`src/rtl/trigger_capture.sv`:
```
// Sticky capture of single-cycle trigger pulses with read-and-clear, a saturating
// missed-event counter and an interrupt whose re-assertion is held off after each read.
module trigger_capture #(
  parameter int WIDTH   = 32,
  parameter int CNT_W   = 8,
  parameter int HOLDOFF = 16
) (
  input  logic             sys_clk,
  input  logic             reset_n,
  input  logic [WIDTH-1:0] trig_in,
  input  logic [WIDTH-1:0] trig_mask,
  input  logic             rd_req,
  output logic             rd_ack,
  output logic [WIDTH-1:0] rd_data,
  output logic [CNT_W-1:0] rd_miss,
  output logic [WIDTH-1:0] pending,
  output logic             irq
);

  localparam int              HO_W    = (HOLDOFF > 0) ? $clog2(HOLDOFF + 1) : 1;
  localparam logic [HO_W-1:0] HO_LOAD = HO_W'(HOLDOFF);
  localparam logic [HO_W-1:0] HO_ONE  = HO_W'(1);

  typedef enum logic [1:0] {
    ST_IDLE   = 2'd0,
    ST_ASSERT = 2'd1,
    ST_HOLD   = 2'd2
  } state_t;

  logic [WIDTH-1:0] r_pending;
  logic [WIDTH-1:0] r_rd_data;
  logic [CNT_W-1:0] r_rd_miss;
  logic [CNT_W-1:0] r_miss_cnt;
  logic             r_rd_ack;
  logic             r_irq;
  state_t           r_state;
  logic [HO_W-1:0]  r_ho_cnt;

  logic [WIDTH-1:0] w_set;
  logic [WIDTH-1:0] w_clr;
  logic [WIDTH-1:0] w_pending_next;
  logic             w_collision;
  logic             w_miss_sat;
  state_t           w_state_next;
  logic [HO_W-1:0]  w_ho_next;

  // A read clears exactly what it snapshots, so a same-cycle pulse survives it.
  assign w_set          = trig_in & trig_mask;
  assign w_clr          = rd_req ? r_pending : '0;
  assign w_pending_next = (r_pending & ~w_clr) | w_set;
  assign w_collision    = |(w_set & r_pending & ~w_clr);
  assign w_miss_sat     = &r_miss_cnt;

  always_ff @(posedge sys_clk or negedge reset_n) begin
    if (!reset_n) begin
      r_pending  <= '0;
      r_miss_cnt <= '0;
      r_rd_data  <= '0;
      r_rd_miss  <= '0;
      r_rd_ack   <= 1'b0;
    end else begin
      r_pending <= w_pending_next;
      r_rd_ack  <= rd_req;
      if (rd_req) begin
        r_rd_data  <= r_pending;
        r_rd_miss  <= r_miss_cnt;
        r_miss_cnt <= '0;
      end else if (w_collision && !w_miss_sat) begin
        r_miss_cnt <= r_miss_cnt + CNT_W'(1);
      end
    end
  end

  // The holdoff window ends on the cycle the counter would reach zero,
  // so HOLD spans exactly HOLDOFF cycles.
  always_comb begin
    w_state_next = r_state;
    w_ho_next    = r_ho_cnt;
    case (r_state)
      ST_IDLE: begin
        if (!rd_req && (|r_pending)) begin
          w_state_next = ST_ASSERT;
        end
      end
      ST_ASSERT: begin
        if (rd_req) begin
          if (HOLDOFF == 0) begin
            w_state_next = ST_IDLE;
          end else begin
            w_state_next = ST_HOLD;
            w_ho_next    = HO_LOAD;
          end
        end
      end
      ST_HOLD: begin
        if (rd_req) begin
          w_ho_next = HO_LOAD;
        end else if (r_ho_cnt <= HO_ONE) begin
          w_ho_next    = '0;
          w_state_next = (|r_pending) ? ST_ASSERT : ST_IDLE;
        end else begin
          w_ho_next = r_ho_cnt - HO_ONE;
        end
      end
      default: begin
        w_state_next = ST_IDLE;
        w_ho_next    = '0;
      end
    endcase
  end

  always_ff @(posedge sys_clk or negedge reset_n) begin
    if (!reset_n) begin
      r_state  <= ST_IDLE;
      r_ho_cnt <= '0;
      r_irq    <= 1'b0;
    end else begin
      r_state  <= w_state_next;
      r_ho_cnt <= w_ho_next;
      r_irq    <= (w_state_next == ST_ASSERT);
    end
  end

  assign rd_ack  = r_rd_ack;
  assign rd_data = r_rd_data;
  assign rd_miss = r_rd_miss;
  assign pending = r_pending;
  assign irq     = r_irq;

endmodule

```
`config.mk`:
```
export PLATFORM = sky130hd
export DESIGN_NAME = trigger_capture
export DESIGN_NICKNAME = d
export VERILOG_FILES = /design/src/rtl/trigger_capture.sv
export SDC_FILE = /design/constraint.sdc
export NUM_CORES = 1
export LEC_CHECK = 0
export BUFFER_PORTS_ARGS = -buffer_cell sky130_fd_sc_hd__buf_2
export CELL_PAD_IN_SITES_DETAIL_PLACEMENT = 0
export CELL_PAD_IN_SITES_GLOBAL_PLACEMENT = 1
export CORE_MARGIN = 4
export CORE_UTILIZATION = 39
export CTS_BUF_LIST = sky130_fd_sc_hd__clkbuf_2
export DETAILED_ROUTE_END_ITERATION = 12
export PLACE_DENSITY = 0.82
export REMOVE_ABC_BUFFERS = 1
export SYNTH_ARGS = -nofsm -noshare
export SYNTH_HDL_FRONTEND = slang
export SYNTH_SLANG_ARGS = --single-unit
```
`constraint.sdc`:
```
create_clock -name sys_clk -period 2.1 [get_ports sys_clk]
set_input_delay 0.21 -clock sys_clk [delete_from_list [all_inputs] [get_ports sys_clk]]
set_output_delay 0.21 -clock sys_clk [all_outputs]
set_load 0.005 [all_outputs]
```
==> impl_metrics.toml, run 1 <==
[yosys]
syn_area_um2 = 3840
synth_seq_cells = 89
yosysUniqueCellTypes = 37
yosysMostFrequentCell = "dfrtp_1"
synthCells = 314
synthTopCellsByArea = "dfrtp_1, mux2_2, a22o_1"
ys.flop_type = "dfrtp_1"
yosysTopAreaCell = "dfrtp_1"
synth_top_area_share_pct = 57.9
async_flop_share_pct = 100
synth.avg_cell_area_um2 = 12.2
synth_warnings = 0
synth-seq-area-share_pct = 57.9
synth_edf_count = 0
netlist_top_cells_count = "dfrtp_1, mux2_2, nand3_1"

[worst_setup_path]
crit_path_start = "pending[28]"
reg2reg_from = "pending[28]"
cp.required_ps = 2530
endpoint_kind = "register"
critPathMaxFanout = 5
crit_path_start_kind = "register"
arrival_ps = 2380
critPathKind = "register to register"

[floorplan]
die-area_um2 = 11500
pin_count = 141
num_rows = 35
start_util_pct = 40.8
die_x_um = 107
fp.coreArea_um2 = 9420
chipHeight_um = 107

[drt]
finalWirelength_mm = 11.0
drt-pass1-iter-count = 4
wl_per_cell_um = 16.6
drtIter0Drc = 125
viasPerCell = 5.13
vias = 3395
drc_errors = 0
ant_nets = 0

[pwr]
p_switching_w = 0.00123
sw_frac_of_total_pct = 32.0
power_frac_seq_pct = 54.2
pwr-share-clk_pct = 17.9
power_w = 0.00384
p_leak_nw = 2.70
combPwrFrac_pct = 27.9
p_per_area_nw_per_um2 = 701
p_int_w = 0.00261
ir_drop_v = 0.000340

[clock_network]
clk_root_buffer_cell = "clkbuf_2"
htree_num_levels = 3
cts.sinks = 89
cts.clk_slew.worst_paths_ps = 220
clock_path_buffers = 2
cts_tree = "built"
clock_latency_ps = 510
cts_buffers = 9
post-cts-setup-buffer-count = 0

[global_route]
grt_first_pass_wirelength_mm = 17.7
grt_use_total_pct = 19.7
antenna_found_initial = 1
grt_max_degree = 45
grt_pass1_vias = 3467
grt_overflow = 0

[final_layout]
drive_gt1_share_pct = 38.7
final_util_pct = 58.2
nets = 602
area_growth_pct = 42.5
nFillCells = 805
fin_area_um2 = 5480

[sta]
tightest_slew_ps = 484
fin_crit_ps = 1950
fmax_mhz = 512
maxSlewViolCount = 0
finClkSkew_ps = 17.1
finalCritPeriodShare_pct = 93.0
rsz0062_at_grt = "false"
setup_tns_ps = 0
relSlewSlack_pct = 67.5
whs_ps = 114
finalHoldViolCount = 0
setup_viol_count_final = 0

[flow_run]
drv_cap = 0

[place]
place_congestion = 0.775
io_buffers = 140
dp_hpwl_mm = 7.78
placed_area_um2 = 4740

[worst_hold_path]
hold_class = "input port to async pin"

[outcome]
status = "completed"
==> worst max-delay path, stage by stage, from the launching register on <==
cell and delay (ps):
dfrtp_1 490, nor4_1 480, nand4_1 240, o311ai_0 370, a31oi_1 150, a21boi_1 140
==> flip-flops by register name, indices dropped and copies added, names as in the netlist <==
| register | count |
|---|---|
| r_ho_cnt | 5 |
| rd_data | 32 |
| rd_ack | 1 |
| pending | 32 |
| r_miss_cnt | 8 |
| rd_miss | 8 |
| irq | 1 |
| r_state | 2 |
==> cell type report <==
class | instances | area, um^2 | area share (%)
Antenna cell | 1 | 2.50 | 0.0457
Timing Repair Buffer | 212 | 1420 | 25.9
Inverter | 16 | 60.1 | 1.10
Clock buffer | 11 | 55.1 | 1.01
Multi-Input combinational cell | 200 | 1530 | 28.0
Sequential cell | 89 | 2230 | 40.7
Clock inverter | 4 | 21.3 | 0.388
Tap cell | 129 | 161 | 2.95
==> layout by cell type, fill, tap and decap left out, drive strengths merged, types with 2 or more instances in the layout <==
cell,n
and2,2
nor3,2
a41o,3
nand2,20
buf,147
inv,16
and3,3
nor2,7
o31ai,3
clkbuf,11
a311oi,3
dlygate4sd3,65
a22o,24
nand3,28
o21ai,14
nand4,3
mux2,40
o2111ai,8
a21oi,8
clkinv,3
nor4,10
mux2i,3
ha,7
nand2b,2
dfrtp,89
==> kinds of logic after synthesis <==
family                     share of synthesized area [%]
xor gates and xnor gates                           0.228
muxes                                               12.5
buffers and inverters                               2.47
AOI/OAI and AO/OA                                   13.7
DFF                                                 57.9
adders and majority gates                           2.28
and+or+nand+nor                                     10.9
==> through the flow <==
stage          std cells  setup slack [ps]
2_1_floorplan        305               435
6_report             662               147
3_5_place_dp         581               208
3_3_place_gp         581               231
5_1_grt              662              42.6
4_1_cts              661               131
==> routing by layer <==
layer,wire (um),vias up,track usage (%)
li1,-,1609,-
met4,133,0,5.02
met2,5430,111,32.9
met1,4780,1665,25.4
met5,0,-,0
met3,648,10,5.52
==> path summary, 6_finish.rpt <==
check | cells past startpoint | end | slack (ps)
min reg2reg | 1 | rd_data[19] | 530
min | 2 | pending[26] | 110
min in group sys_clk | 2 | rd_data[29] | 200
max reg2reg | 5 | irq | 150
max in group asynchronous | 3 | rd_data[22] | 1380
max | 5 | irq | 150
==> power by group through the flow <==
stage	combinational [W]	clock [W]	sequential, W
after global placement	0.000926	0	0.00210
after detailed placement	0.000944	0	0.00211
after global routing	0.00120	0.000792	0.00211
after floorplan	0.000501	0	0.00209
final	0.00107	0.000687	0.00208
after CTS	0.00107	0.000726	0.00208
==> what timing repair did <==
| item | 4_1_cts | 5_1_grt |
|---|---|---|
| gates resized for setup | 0 | 1 |
| endpoints found under the hold margin | 121 | 0 |
| hold buffers | 65 | 0 |
| endpoints found under the setup margin | 0 | 2 |
Note: power is estimated with default switching activity, not from simulation.
==> inputs of run 2 (changes only) <==
ABC_AREA = 1   (was default)
CORE_UTILIZATION = 38   (was 39)
PLACE_DENSITY = 0.84   (was 0.82)
==> run 2 against run 1 <==
Compared with the run above: register-to-register slack better by 290 ps; critical path type unchanged; sequential power about the same; highest routed layer unchanged; utilization down 2.9 points; synthesized cell count is 47% higher; worst hold slack better by 8.0 ps; largest cell class unchanged; setup slack improved by 290 ps.
==> impl_metrics.toml, run 2 <==
[drt]
ant_nets = 0
drtIter0Drc = 214
wl_per_cell_um = 14.5
viasPerCell = 4.90
wl_met1_mm = 5.34
vias = 3958
drt-pass1-iter-count = 4
finalWirelength_mm = 11.7
maxUsedRoutingLayer = "met4"
dr_wl_met3_um = 693
drc_errors = 0
wl_met2_mm = 5.47

[worst_setup_path]
reg2reg_from = "r_state[1]"
crit_top_cell = "inv_1"
critPathKind = "register to register"
crit_family = "compound AO/OA/AOI/OAI gates"
path_cells = "inv_1 > ha_1 > inv_1 > o21bai_1 > inv_1 > o211ai_1 > o22ai_1"
arrival_ps = 2100
critPathMaxFanout = 7
cpMaxStageDelayCell = "dfrtp_1"
worst-path-buf-inv = 3
cp.required_ps = 2530
cp_slowest_stage_delay_ps = 450
endpoint_kind = "register"
reg2reg_depth = 7
reg2reg_slack_ps = 430
crit_cells = 7
crit_path_start_kind = "register"
r2r-end = "r_ho_cnt[4]"

[sta]
tightest_slew_ps = 506
setup_tns_ps = 0
fin_crit_ps = 1670
final.setup.worst_slack_ps = 434
finalCritPeriodShare_pct = 79.3
relSlewSlack_pct = 66.2
rsz0062_at_grt = "false"
finClkSkew_ps = 26.8
maxSlewViolCount = 0
setup_viol_count_final = 0
fmax_mhz = 600
finalHoldViolCount = 0

[yosys]
syn_area_um2 = 4080
synthTopCellsByArea = "dfrtp_1, nand2_1, a22o_1"
yosysTopAreaCell = "dfrtp_1"
synth_warnings = 0
yosysUniqueCellTypes = 25
synth_edf_count = 0
async_flop_share_pct = 100
yosysMostFrequentCell = "nand2_1"
synthCells = 462
synth_seq_cells = 89
synth-seq-area-share_pct = 54.6
ys.flop_type = "dfrtp_1"
synth_top_area_share_pct = 54.6
synth.avg_cell_area_um2 = 8.83
netlist_top_cells_count = "nand2_1, dfrtp_1, nand4_1"

[clock_network]
cts_tree = "built"
cts_buffers = 9
post-cts-setup-buffer-count = 0
clock_path_buffers = 2
clock_latency_ps = 550
cts.clk_slew.worst_paths_ps = 250
clk_root_buffer_cell = "clkbuf_2"
postCtsHoldBufs = 65
htree_num_levels = 3
cts_resized = 0
cts.sinks = 89

[floorplan]
num_rows = 37
fp.coreArea_um2 = 10400
die_x_um = 112
start_util_pct = 39.3
die-area_um2 = 12500
chipHeight_um = 112
pin_count = 141

[pwr]
ir_drop_v = 0.000333
p_per_area_nw_per_um2 = 736
p_leak_nw = 3.13

[global_route]
grt_pass1_vias = 4000
antenna_found_initial = 0
grt_use_total_pct = 19.4
grt_first_pass_wirelength_mm = 19.7
grt_overflow = 0
grt_max_degree = 67

[worst_hold_path]
hold_class = "input port to async pin"

[place]
place_congestion = 0.832
dp_slack_ps = 349
dp_hpwl_mm = 8.10
io_buffers = 140

[final_layout]
layout_common_cells = "nand2_1, buf_2, dfrtp_1"
layout_commonest_cell = "nand2_1"
antenna_cells = 0
area_growth_pct = 40.5
nets = 741
drive_gt1_share_pct = 24.7

[outcome]
status = "completed"

[flow_run]
drv_cap = 0
==> run 2: changes by cell type after synthesis, moves of 10 or more <==
| cell | before | now |
|---|---|---|
| mux2_2 | 40 | 0 |
| nand2_1 | 20 | 169 |
| nand3_1 | 28 | 18 |
| nand4_1 | 3 | 41 |
| nor2_1 | 7 | 40 |
==> run 2: per-stage QoR <==
stage               total power [W]  util [%]  hold WS (ps)  instance area [um^2]  std cells
floorplan                   0.00265         -         -85.6                  3980        445
global placement            0.00310      47.6           212                  4940        727
detailed placement          0.00312      47.6           215                  4940        727
CTS                         0.00425      55.3          84.8                  5730        808
global route                0.00450      55.3          43.6                  5730        808
finish                      0.00422      55.3           122                  5730        808
==> run 2: final cells by class <==
type,count,area (um^2)
multi-input combinational,333,1670
clock inverter,7,93.8
timing repair buffer,211,1440
sequential,89,2230
inverter,23,87.6
fill,962,4640
tap,136,170
clock buffer,9,45.0
==> run 2: logic make-up after synthesis <==
group / after synthesis / synth area share, %
xor+xnor: 6 / 1.29
flops: 89 / 54.6
fa+ha+maj: 7 / 2.15
buf+inv: 40 / 4.45
compound gates: 48 / 9.08
simple gates: 272 / 28.4
==> run 2: worst reg2reg max path: cells and delay by family, from the launching register on <==
kind	cells	cell delay, ps
compound gates	3	560
flops	1	450
buf+inv	3	380
fa+ha+maj	1	170
==> run 2: power by group <==
group          switching (W)  internal (W)  total (W)
clock               0.000605      0.000393   0.000998
combinational       0.000593      0.000521    0.00111
sequential          0.000188       0.00192    0.00211
total                0.00139       0.00283    0.00422
==> run 2: worst max path at each step <==
stage | start | end | slack, ps
after floorplan | rd_req | r_miss_cnt[0] | 40
after global placement | rd_req | r_miss_cnt[7] | 400
after detailed placement | rd_req | r_miss_cnt[6] | 350
after CTS | r_miss_cnt[0] | r_miss_cnt[5] | 400
after global routing | r_miss_cnt[0] | r_miss_cnt[5] | 210
final | r_state[1] | r_ho_cnt[4] | 430
==> run 2: metal layers <==
metal / GRT usage, % / vias to the layer above
met5: 0 / -
met4: 5.52 / 0
met3: 4.62 / 15
met2: 31.2 / 123
met1: 26.4 / 1861
li1: - / 1959
==> inputs of run 3 (changes only) <==
ABC_AREA = 0   (was 1)
CORE_UTILIZATION = 39   (was 38)
PLACE_DENSITY = 0.82   (was 0.84)
clock period = 1.6 ns   (was 2.1 ns; I/O delays follow)
==> run 3 against run 2 <==
Compared with the run above: the run now ends with setup timing left; register-to-register slack lost 620 ps; via count shrank 4.9%; total power grew 36%; critical path type unchanged; non-clock buffer count grew 66; combinational power grew 71%; global-route usage grew 2.2 points.
==> impl_metrics.toml, run 3 (synthesis gave the netlist of run 1 again) <==
[pwr]
ir_drop_v = 0.000449
p_leak_nw = 3.09
power_w = 0.00573
p_per_area_nw_per_um2 = 920

[outcome]
violations = "setup timing"
status = "finished with violations"

[drt]
drt-pass1-iter-count = 4
drtIter0Drc = 235
wl_per_cell_um = 16.8
viasPerCell = 5.18
vias = 3764
finalWirelength_mm = 12.2
drc_errors = 0
ant_nets = 0

[clock_network]
htree_num_levels = 3
clock_latency_ps = 520
cts.sinks = 89
cts_buffers = 9
clk_root_buffer_cell = "clkbuf_2"
cts_tree = "built"
cts.clk_slew.worst_paths_ps = 260
clock_path_buffers = 2

[sta]
finClkSkew_ps = 30.7
maxSlewViolCount = 0
relSlewSlack_pct = 65.7
fmax_mhz = 561
finalHoldViolCount = 0
tightest_slew_ps = 514
final.setup.worst_slack_ps = -182
fin_crit_ps = 1780
setup_viol_count_final = 10
rsz0062_at_grt = "true"
setup_tns_ps = -1130
finalCritPeriodShare_pct = 111
whs_ps = 105

[worst_setup_path]
crit_end = "irq"
reg2reg_from = "pending[13]"
critPathMaxFanout = 4
cp.required_ps = 2040
crit_path_start_kind = "register"
r2r-end = "irq"
endpoint_kind = "register"
arrival_ps = 2220
reg2reg_slack_ps = -180
critPathKind = "register to register"
reg2reg_depth = 6
crit_path_start = "pending[13]"

[floorplan]
num_rows = 35
chipHeight_um = 107
die-area_um2 = 11500
pin_count = 141
die_x_um = 107
start_util_pct = 40.8
fp.coreArea_um2 = 9420

[final_layout]
drive_gt1_share_pct = 50.7
antenna_cells = 0
nets = 667
layout_commonest_cell = "buf_2"
layout_common_cells = "buf_2, dfrtp_1, dlygate4sd3_1"
fin_cells = 727
area_growth_pct = 62.1

[global_route]
grt_first_pass_wirelength_mm = 19.8
grt_overflow = 0
grt_pass1_vias = 4045
antenna_found_initial = 0
grt_use_total_pct = 21.7
grt_max_degree = 50

[place]
place_congestion = 0.847
io_buffers = 140
dp_slack_ps = -298
placed_cells = 630
dp_hpwl_mm = 8.33

[worst_hold_path]
hold_class = "input port to async pin"

[flow_run]
drv_cap = 0
## run 3: changes by cell type in the layout (fill, tap and decap cells not counted), sizes merged, moves of 10 or more
cell,delta
nor2,-34
nor4,+10
buf,+65
nand3,+10
mux2,+40
nand2,-151
nand4,-38
## run 3: power by group
part | internal, W | switching (W)
clock | 0.000358 | 0.000787
sequential | 0.00251 | 0.000180
combinational | 0.00101 | 0.000884
## run 3: how the worst min path moves through the flow
| stage | startpoint | endpoint | slack, ps | depth (start not counted) |
|---|---|---|---|---|
| 2_1_floorplan | reset_n | irq | -140 | 0 |
| 3_3_place_gp | reset_n | rd_data[25] | 170 | 2 |
| 3_5_place_dp | reset_n | pending[25] | 170 | 2 |
| 4_1_cts | reset_n | pending[25] | 70 | 3 |
| 5_1_grt | reset_n | pending[25] | 90 | 3 |
| 6_report | reset_n | pending[25] | 110 | 3 |
## run 3: critical path, cell delays in order, from the launching register on
cell and delay, ps:
dfrtp_2 510, nor4_4 310, buf_4 160, nand4_1 120, o311ai_2 280, a31oi_1 140
a21boi_2 170
## run 3: final cells by class
class                      count  area (um^2)
inverter                      16         60.1
tap                          129          161
multi-input combinational    200         1690
fill                         737         3180
sequential                    89         2230
clock inverter                 7         70.1
timing repair buffer         277         1980
clock buffer                   9         45.0
## run 3: repair_timing
action	in CTS	in global routing
hold buffers	66	1
resized for setup	22	26
pin swaps	10	10
endpoints found under the hold margin	122	1
setup endpoints to repair	10	31
setup buffers	13	4
gates cloned	0	0
## run 3: layer usage
metal | track usage, % | share of wire (%) | vias up
met4 | 9.04 | 2.9 | 0
met2 | 37.0 | 50 | 135
met5 | 0 | 0 | -
li1 | - | - | 1740
met3 | 3.90 | 5.6 | 25
met1 | 27.0 | 42 | 1864
## run 3: stage by stage
| stage | util (%) | area [um^2] |
|---|---|---|
| floorplan | - | 3810 |
| global placement | 54.5 | 5130 |
| detailed placement | 54.5 | 5130 |
| CTS | 64.8 | 6100 |
| global route | 66.2 | 6230 |
| finish | 66.2 | 6230 |
